### config.mk
export PLATFORM = sky130hd
export DESIGN_NAME = cache_arbiter
export DESIGN_NICKNAME = d
export VERILOG_FILES = /design/src/rtl/cache_arb_pkg.sv /design/src/rtl/cache_arb_select.sv /design/src/rtl/cache_arbiter.sv
export SDC_FILE = /design/constraint.sdc
export NUM_CORES = 1
export LEC_CHECK = 0
export CAP_MARGIN = 40
export CORE_AREA = 2 2 534 536
export CTS_CLUSTER_DIAMETER = 30
export CTS_CLUSTER_SIZE = 28
export DETAILED_ROUTE_END_ITERATION = 12
export DIE_AREA = 0 0 536 538
export PLACE_DENSITY_LB_ADDON = 0.12
export SETUP_SLACK_MARGIN = 0.5
export SYNTH_ARGS = -nofsm -noshare
export SYNTH_HDL_FRONTEND = slang
export SYNTH_HIERARCHICAL = 1
export SYNTH_SLANG_ARGS = --single-unit
### constraint.sdc
create_clock -name clk -period 1.75 [get_ports clk]
set_clock_uncertainty 0.05 [all_clocks]
set_input_delay 0.35 -clock clk [delete_from_list [all_inputs] [get_ports clk]]
set_output_delay 0.35 -clock clk [all_outputs]
set_load 0.01 [all_outputs]
### src/rtl/cache_arb_pkg.sv
// Shared types and default widths for the icache/dcache memory arbiter.
package cache_arb_pkg;

  localparam int ADDR_W_DEF = 32;
  localparam int LINE_W_DEF = 256;

  typedef enum logic [1:0] {
    IDLE    = 2'd0,
    GRANT_I = 2'd1,
    GRANT_D = 2'd2
  } state_t;

  typedef enum logic {
    REQ_I = 1'b0,
    REQ_D = 1'b1
  } req_t;

endpackage

### src/rtl/cache_arb_select.sv
// Tie-break between icache and dcache requests.
// CACHE_ARB_ROUND_ROBIN_EN selects round-robin; otherwise the dcache always wins ties.
module cache_arb_select
  import cache_arb_pkg::*;
(
  input  logic i_pending,
  input  logic d_pending,
  input  req_t last_grant,
  output req_t selected
);

`ifdef CACHE_ARB_ROUND_ROBIN_EN
  always_comb begin
    selected = REQ_D;
    if (i_pending && d_pending) begin
      selected = (last_grant == REQ_D) ? REQ_I : REQ_D;
    end else if (i_pending) begin
      selected = REQ_I;
    end
  end
`else
  logic unused_last_grant;
  assign unused_last_grant = last_grant;

  always_comb begin
    selected = REQ_D;
    if (i_pending && !d_pending) begin
      selected = REQ_I;
    end
  end
`endif

endmodule

### src/rtl/cache_arbiter.sv
// Arbitrates icache line fills and dcache reads/writebacks onto one memory port.
// Define CACHE_ARB_ROUND_ROBIN_EN for round-robin tie-breaking (default: dcache priority).
module cache_arbiter
  import cache_arb_pkg::*;
#(
  parameter int ADDR_W = ADDR_W_DEF,
  parameter int LINE_W = LINE_W_DEF
) (
  input  logic              clk,
  input  logic              rst,
  input  logic [ADDR_W-1:0] i_address,
  input  logic              i_read,
  output logic [LINE_W-1:0] i_rdata,
  output logic              i_resp,
  input  logic [ADDR_W-1:0] d_address,
  input  logic              d_read,
  input  logic              d_write,
  input  logic [LINE_W-1:0] d_wdata,
  output logic [LINE_W-1:0] d_rdata,
  output logic              d_resp,
  output logic [ADDR_W-1:0] pmem_address,
  output logic              pmem_read,
  output logic              pmem_write,
  output logic [LINE_W-1:0] pmem_wdata,
  input  logic [LINE_W-1:0] pmem_rdata,
  input  logic              pmem_resp
);

  state_t            state_reg, state_next;
  logic [ADDR_W-1:0] addr_reg, addr_next;
  logic [LINE_W-1:0] wdata_reg, wdata_next;
  logic              read_reg, read_next;
  logic              write_reg, write_next;
  logic              i_pending, d_pending;
  req_t              selected, last_grant_eff;

  assign i_pending = i_read;
  assign d_pending = d_read | d_write;

  cache_arb_select u_select (
    .i_pending  (i_pending),
    .d_pending  (d_pending),
    .last_grant (last_grant_eff),
    .selected   (selected)
  );

`ifdef CACHE_ARB_ROUND_ROBIN_EN
  req_t last_grant_reg, last_grant_next;
  logic granted_reg, granted_next;

  // Until the first grant after reset, present the icache as last winner so a tie goes to the dcache.
  assign last_grant_eff = granted_reg ? last_grant_reg : REQ_I;

  always_ff @(posedge clk) begin
    if (!rst) begin
      last_grant_reg <= REQ_D;
      granted_reg    <= 1'b0;
    end else begin
      last_grant_reg <= last_grant_next;
      granted_reg    <= granted_next;
    end
  end

  always_comb begin
    last_grant_next = last_grant_reg;
    granted_next    = granted_reg;
    if (state_reg == IDLE && (i_pending || d_pending)) begin
      last_grant_next = selected;
      granted_next    = 1'b1;
    end
  end
`else
  assign last_grant_eff = REQ_D;
`endif

  always_ff @(posedge clk) begin
    if (!rst) begin
      state_reg <= IDLE;
      addr_reg  <= '0;
      wdata_reg <= '0;
      read_reg  <= 1'b0;
      write_reg <= 1'b0;
    end else begin
      state_reg <= state_next;
      addr_reg  <= addr_next;
      wdata_reg <= wdata_next;
      read_reg  <= read_next;
      write_reg <= write_next;
    end
  end

  // The request is captured on the grant so the memory port never sees requester inputs directly.
  always_comb begin
    state_next = state_reg;
    addr_next  = addr_reg;
    wdata_next = wdata_reg;
    read_next  = read_reg;
    write_next = write_reg;
    case (state_reg)
      IDLE: begin
        if (i_pending || d_pending) begin
          if (selected == REQ_D) begin
            state_next = GRANT_D;
            addr_next  = d_address;
            wdata_next = d_wdata;
            write_next = d_write;
            read_next  = !d_write;
          end else begin
            state_next = GRANT_I;
            addr_next  = i_address;
            wdata_next = '0;
            write_next = 1'b0;
            read_next  = 1'b1;
          end
        end
      end
      GRANT_I, GRANT_D: begin
        if (pmem_resp) begin
          state_next = IDLE;
          read_next  = 1'b0;
          write_next = 1'b0;
        end
      end
      default: begin
        state_next = IDLE;
        read_next  = 1'b0;
        write_next = 1'b0;
      end
    endcase
  end

  assign pmem_address = addr_reg;
  assign pmem_wdata   = wdata_reg;
  assign pmem_read    = read_reg;
  assign pmem_write   = write_reg;

  assign i_resp  = (state_reg == GRANT_I) && pmem_resp;
  assign d_resp  = (state_reg == GRANT_D) && pmem_resp;
  assign i_rdata = i_resp ? pmem_rdata : '0;
  assign d_rdata = d_resp ? pmem_rdata : '0;

endmodule

==> Word-level counts from Yosys, hierarchy flattened <==
Index checks and enable logic that the tools add are counted.
{ "word_totals": {"reg_bits": 292, "output_inout_bits": 804, "inputBits": 582, "wordCells": 35} }
{ "op_classes": {"eq_ne": 4, "n_reduce_logical": 10, "muxes": 15, "n_bitwise": 1} }
{ "op_table": {"columns": ["operator", "count"], "rows": [
  ["256-bit two-way mux", 3],
  ["32-bit two-way mux", 1],
  ["2-bit two-way mux", 3],
  ["1-bit two-way mux", 5],
  ["2-bit inequality test (second input constant)", 2],
  ["1-bit one-hot mux with 2 select lines", 2],
  ["2-bit one-hot mux with 2 select lines", 1],
  ["2-bit AND reduction", 2],
  ["1-bit logical AND", 3],
  ["2-bit by 1-bit equality test with 1-bit output (second input constant)", 1],
  ["2-bit equality test (second input constant)", 1],
  ["1-bit zero test", 2],
  ["2-bit zero test", 1],
  ["2-bit OR reduction", 1],
  ["1-bit logical OR", 1],
  ["1-bit bitwise OR", 1]
]} }

==> Logic depth before layout (Yosys ltp) <==
{ "logic_depth": {"ltp_word": 6, "mapped_depth": 8, "depth_no_buf": 5} }

==> By module <==
Netlist, hierarchy kept.
{ "by_module_without_submodules": {"columns": ["mod", "cells_per_inst", "instances", "area_per_inst_um2", "seq_area_each_um2"], "rows": [
  ["cache_arbiter", 1935, 1, 14808.0, 5845.6],
  ["cache_arb_select", 1, 1, 6.3, 0.0]
]} }

==> Worst setup path before layout <==
Ideal clock, no wire load.
{ "synth_timing": {"path_type": "flip-flop to output port", "startpoint": "reg state_reg[0]", "endpoint": "out d_rdata[100]", "path_buffers": 2, "setup_slack_ns": 0.074, "required_ns": 1.350, "arrival_time_ns": 1.276, "stages_incl_launch_ff": 6, "path_cell_list": "dfxtp_1 -> inv_1 -> ha_1 -> clkbuf_1 -> clkbuf_1 -> and3_1"} }
{ "synth_between": {"elab_chain_cells": 3} }
{ "synth_lines": {"columns": ["element", "line_no", "rtl"], "rows": [
  ["start: declaration", "cache_arbiter.sv:29", "state_t state_reg, state_next;"],
  ["start signal: assignment", "cache_arbiter.sv:84", "state_reg <= state_next;"],
  ["2-bit equality test", "cache_arbiter.sv:138", "assign d_resp = (state_reg == GRANT_D) && pmem_resp;"],
  ["1-bit logical AND", "cache_arbiter.sv:138", null],
  ["256-bit two-way mux", "cache_arbiter.sv:140", "assign d_rdata = d_resp ? pmem_rdata : '0;"],
  ["end: declaration", "cache_arbiter.sv:19", "output logic [LINE_W-1:0] d_rdata,"]
]} }
Every way passes these cells.

==> Worst setup path after layout <==
{ "layout_timing": {"startpoint": "reg state_reg[0]", "endpoint": "out d_rdata[64]"} }
The elaborated chain is that of the path after synthesis.

==> reports/results.tsv <==
stage	metric	value	unit
min_path	Hold Path Class	in2reg	
synthesis	Mean Syn Cell Area	7.65	um^2
drt	Residual DRC	0	
timing	final setup TNS	-636.87	ns
timing	worst-margin pin slew	0.537	ns
synthesis	post-synthesis cell count	1935	
drt	Detail Route Antenna Nets	0	
timing	fin. max-slew vios	0	
critical_path	Setup CP Type	reg2out	
cells_and_area	layout cells sized above 1	33.6	%
critical_path	CP arrival	2.51	ns
drt	DR iter-0 viols	770	
global_route	number of global-route vias before repair	23040	
placed_design	number of I/O port buffers	1385	
cells_and_area	Layout Nets	4183	
placed_design	placed cell count	7151	
drt	First-pass DRT Iterations	5	
timing	worst setup margin	-1.16	ns
clock_tree	worst-case clock buffer depth	3	
clock_tree	CTS Buf Count	111	
global_route	antenna violations before repair	93	
clock_tree	TritonCTS clock tree	done	
run	max cap viols	0	
critical_path	worst-path fanout max	40	
clock_tree	CTS H-tree depth	3	
cells_and_area	synthesis-to-layout area growth	188	%
critical_path	Setup crit end kind	output port	
floorplan	width of the die	536	um
critical_path	reg-to-reg startpoint	state_reg[1]	
drt	Via-to-Cell Ratio	2.95	
global_route	global-route wire length before repair	225000	um
pwr	VDD IR-drop max	0.000764	V
critical_path	r2r endpoint	state_reg[0]	
cells_and_area	Largest register FFs	256	
timing	fmax	0.344	GHz
placed_design	pre-CTS setup slack	-0.688	ns
timing	Tmin final	2.91	ns
global_route	gr ovfl total	0	
cells_and_area	fill count	32110	
pwr	PwrDens	869	nW/um^2
clock_tree	root buf cell	clkbuf_16	
drt	Routed WL per cell	23.8	um
timing	RSZ-0062 raised after global routing	yes	
critical_path	reg2reg path depth	9	
run_status	failing checks	negative setup slack	
floorplan	Chip Height	538	um
placed_design	dpl cell area	37200	um^2
global_route	maximum number of pins on one net before global-route repair	48	
critical_path	CP required	1.35	ns
timing	Final Hold Viols	0	
floorplan	# IOs	1386	
synthesis	Mapped Nets	2520	
drt	routed wire length	178000	um
min_path	Endpoint, Worst Hold	pmem_wdata[240]	
cells_and_area	Finished Cell Area	42600	um^2
run_status	status	finished, violations left	
pwr	Power, Total	0.0370	W
floorplan	die area	288000	um^2
min_path	Hold Path Depth	3	
floorplan	FP Rows	196	
placed_design	Routability Congestion	0.798	
synthesis	YS warnings	6	
clock_tree	clk sinks	292	
cells_and_area	Non-Filler Instances	7474	
drt	Via Count	22064	
timing	fin crit share	166	%
clock_tree	Worst-path clk slew	0.04	ns
global_route	Total GRT Usage	11.6	%
floorplan	initial core utilization	5.23	%
critical_path	Startpoint Class	flop	
timing	Setup violations, final	1093	
clock_tree	Clock Latency Late Sink	0.71	ns
placed_design	Final HPWL DP	149000	um
critical_path	Worst R2R Setup Slack	-0.44	ns
synthesis	mapped cell area	14800	um^2
timing	Worst slew margin	64.1	%
min_path	worst hold start	d_wdata[240]	
floorplan	Core ar.	283000	um^2
pwr	Leakage Power	17.0	nW
## what timing repair did
action                     4_1_cts  5_1_grt
setup buffers                   44       24
pin swaps                       10        4
gates resized for setup        949      376
hold buffers                     0        0
setup endpoints to repair     1096     1096
gates cloned                    19        9
## report_power, final
group | total, W | internal (W) | leakage [nW] | switching [W]
clock network | 0.0186 | 0.0128 | 1.81 | 0.00578
registers | 0.00779 | 0.00740 | 2.41 | 0.000392
logic | 0.0107 | 0.00552 | 12.8 | 0.00515
## layer usage
metal / GRT usage [%] / up-vias / wire [um] / share of wire [%]
li1: - / 10233 / - / -
met1: 11.9 / 10433 / 64600 / 36
met2: 21.1 / 1080 / 90900 / 51
met3: 4.84 / 278 / 16800 / 9.4
met4: 3.77 / 40 / 5280 / 3.0
met5: 0 / - / 241 / 0.14
## per-stage QoR
stage          utilization [%]  hold slack, ns
6_report                  15.0           0.153
3_3_place_gp              13.1           0.385
2_1_floorplan                -           0.418
3_5_place_dp              13.1           0.389
4_1_cts                   14.9          0.0570
5_1_grt                   15.0           0.104
## final cells by class
class                      instances  area (um^2)  share of cell area, %
clock buffer                     168         3300                   7.75
antenna                           23         57.6                  0.135
timing repair buffer            1791        19000                   44.5
clock inverter                    36          328                  0.770
inverter                           3         21.3                 0.0499
tap                             3762         4710                   11.1
sequential                       292         5850                   13.7
multi-input combinational       1399         9370                   22.0
## how the worst max path moves through the flow
stage | slack (ns) | from | to | depth (start not counted)
2_1_floorplan | 0.24 | state_reg[1] | i_rdata[226] | 5
3_3_place_gp | -0.69 | pmem_rdata[217] | d_rdata[217] | 4
3_5_place_dp | -0.69 | pmem_rdata[217] | d_rdata[217] | 4
4_1_cts | -1.33 | state_reg[0] | d_rdata[245] | 6
5_1_grt | -1.30 | state_reg[0] | d_rdata[92] | 6
6_report | -1.16 | state_reg[0] | d_rdata[64] | 6
## worst max-delay path, cell delays in order (launching register included)
cell and delay, ns:
dfxtp_4 0.36, inv_4 0.06, ha_4 0.16, buf_12 0.18, buf_12 0.23, and3_1 0.23
clkdlybuf4s50_1 0.55
## layout by cell type, fill, tap and decap left out, types with 2 or more instances in the layout
| cell type | instances |
|---|---|
| and3_1 | 192 |
| dfxtp_1 | 290 |
| and3_4 | 317 |
| nor2_1 | 32 |
| buf_2 | 50 |
| buf_6 | 155 |
| a21oi_1 | 257 |
| clkdlybuf4s50_1 | 1065 |
| buf_16 | 23 |
| clkbuf_2 | 41 |
| o32ai_1 | 3 |
| clkdlybuf4s15_1 | 2 |
| a211oi_2 | 32 |
| and3_2 | 3 |
| clkdlybuf4s15_2 | 12 |
| nand3_1 | 256 |
| nand2_1 | 262 |
| clkinv_8 | 2 |
| clkinv_16 | 5 |
| clkbuf_4 | 2 |
| mux2i_1 | 32 |
| buf_12 | 137 |
| buf_8 | 9 |
| clkbuf_1 | 26 |
| clkbuf_8 | 31 |
| ha_4 | 2 |
| diode_2 | 23 |
| dlymetal6s2s_1 | 7 |
| dlygate4sd2_1 | 18 |
| clkbuf_16 | 118 |
| buf_4 | 261 |
| clkinv_2 | 29 |
Power figures use the tool's default switching activity.
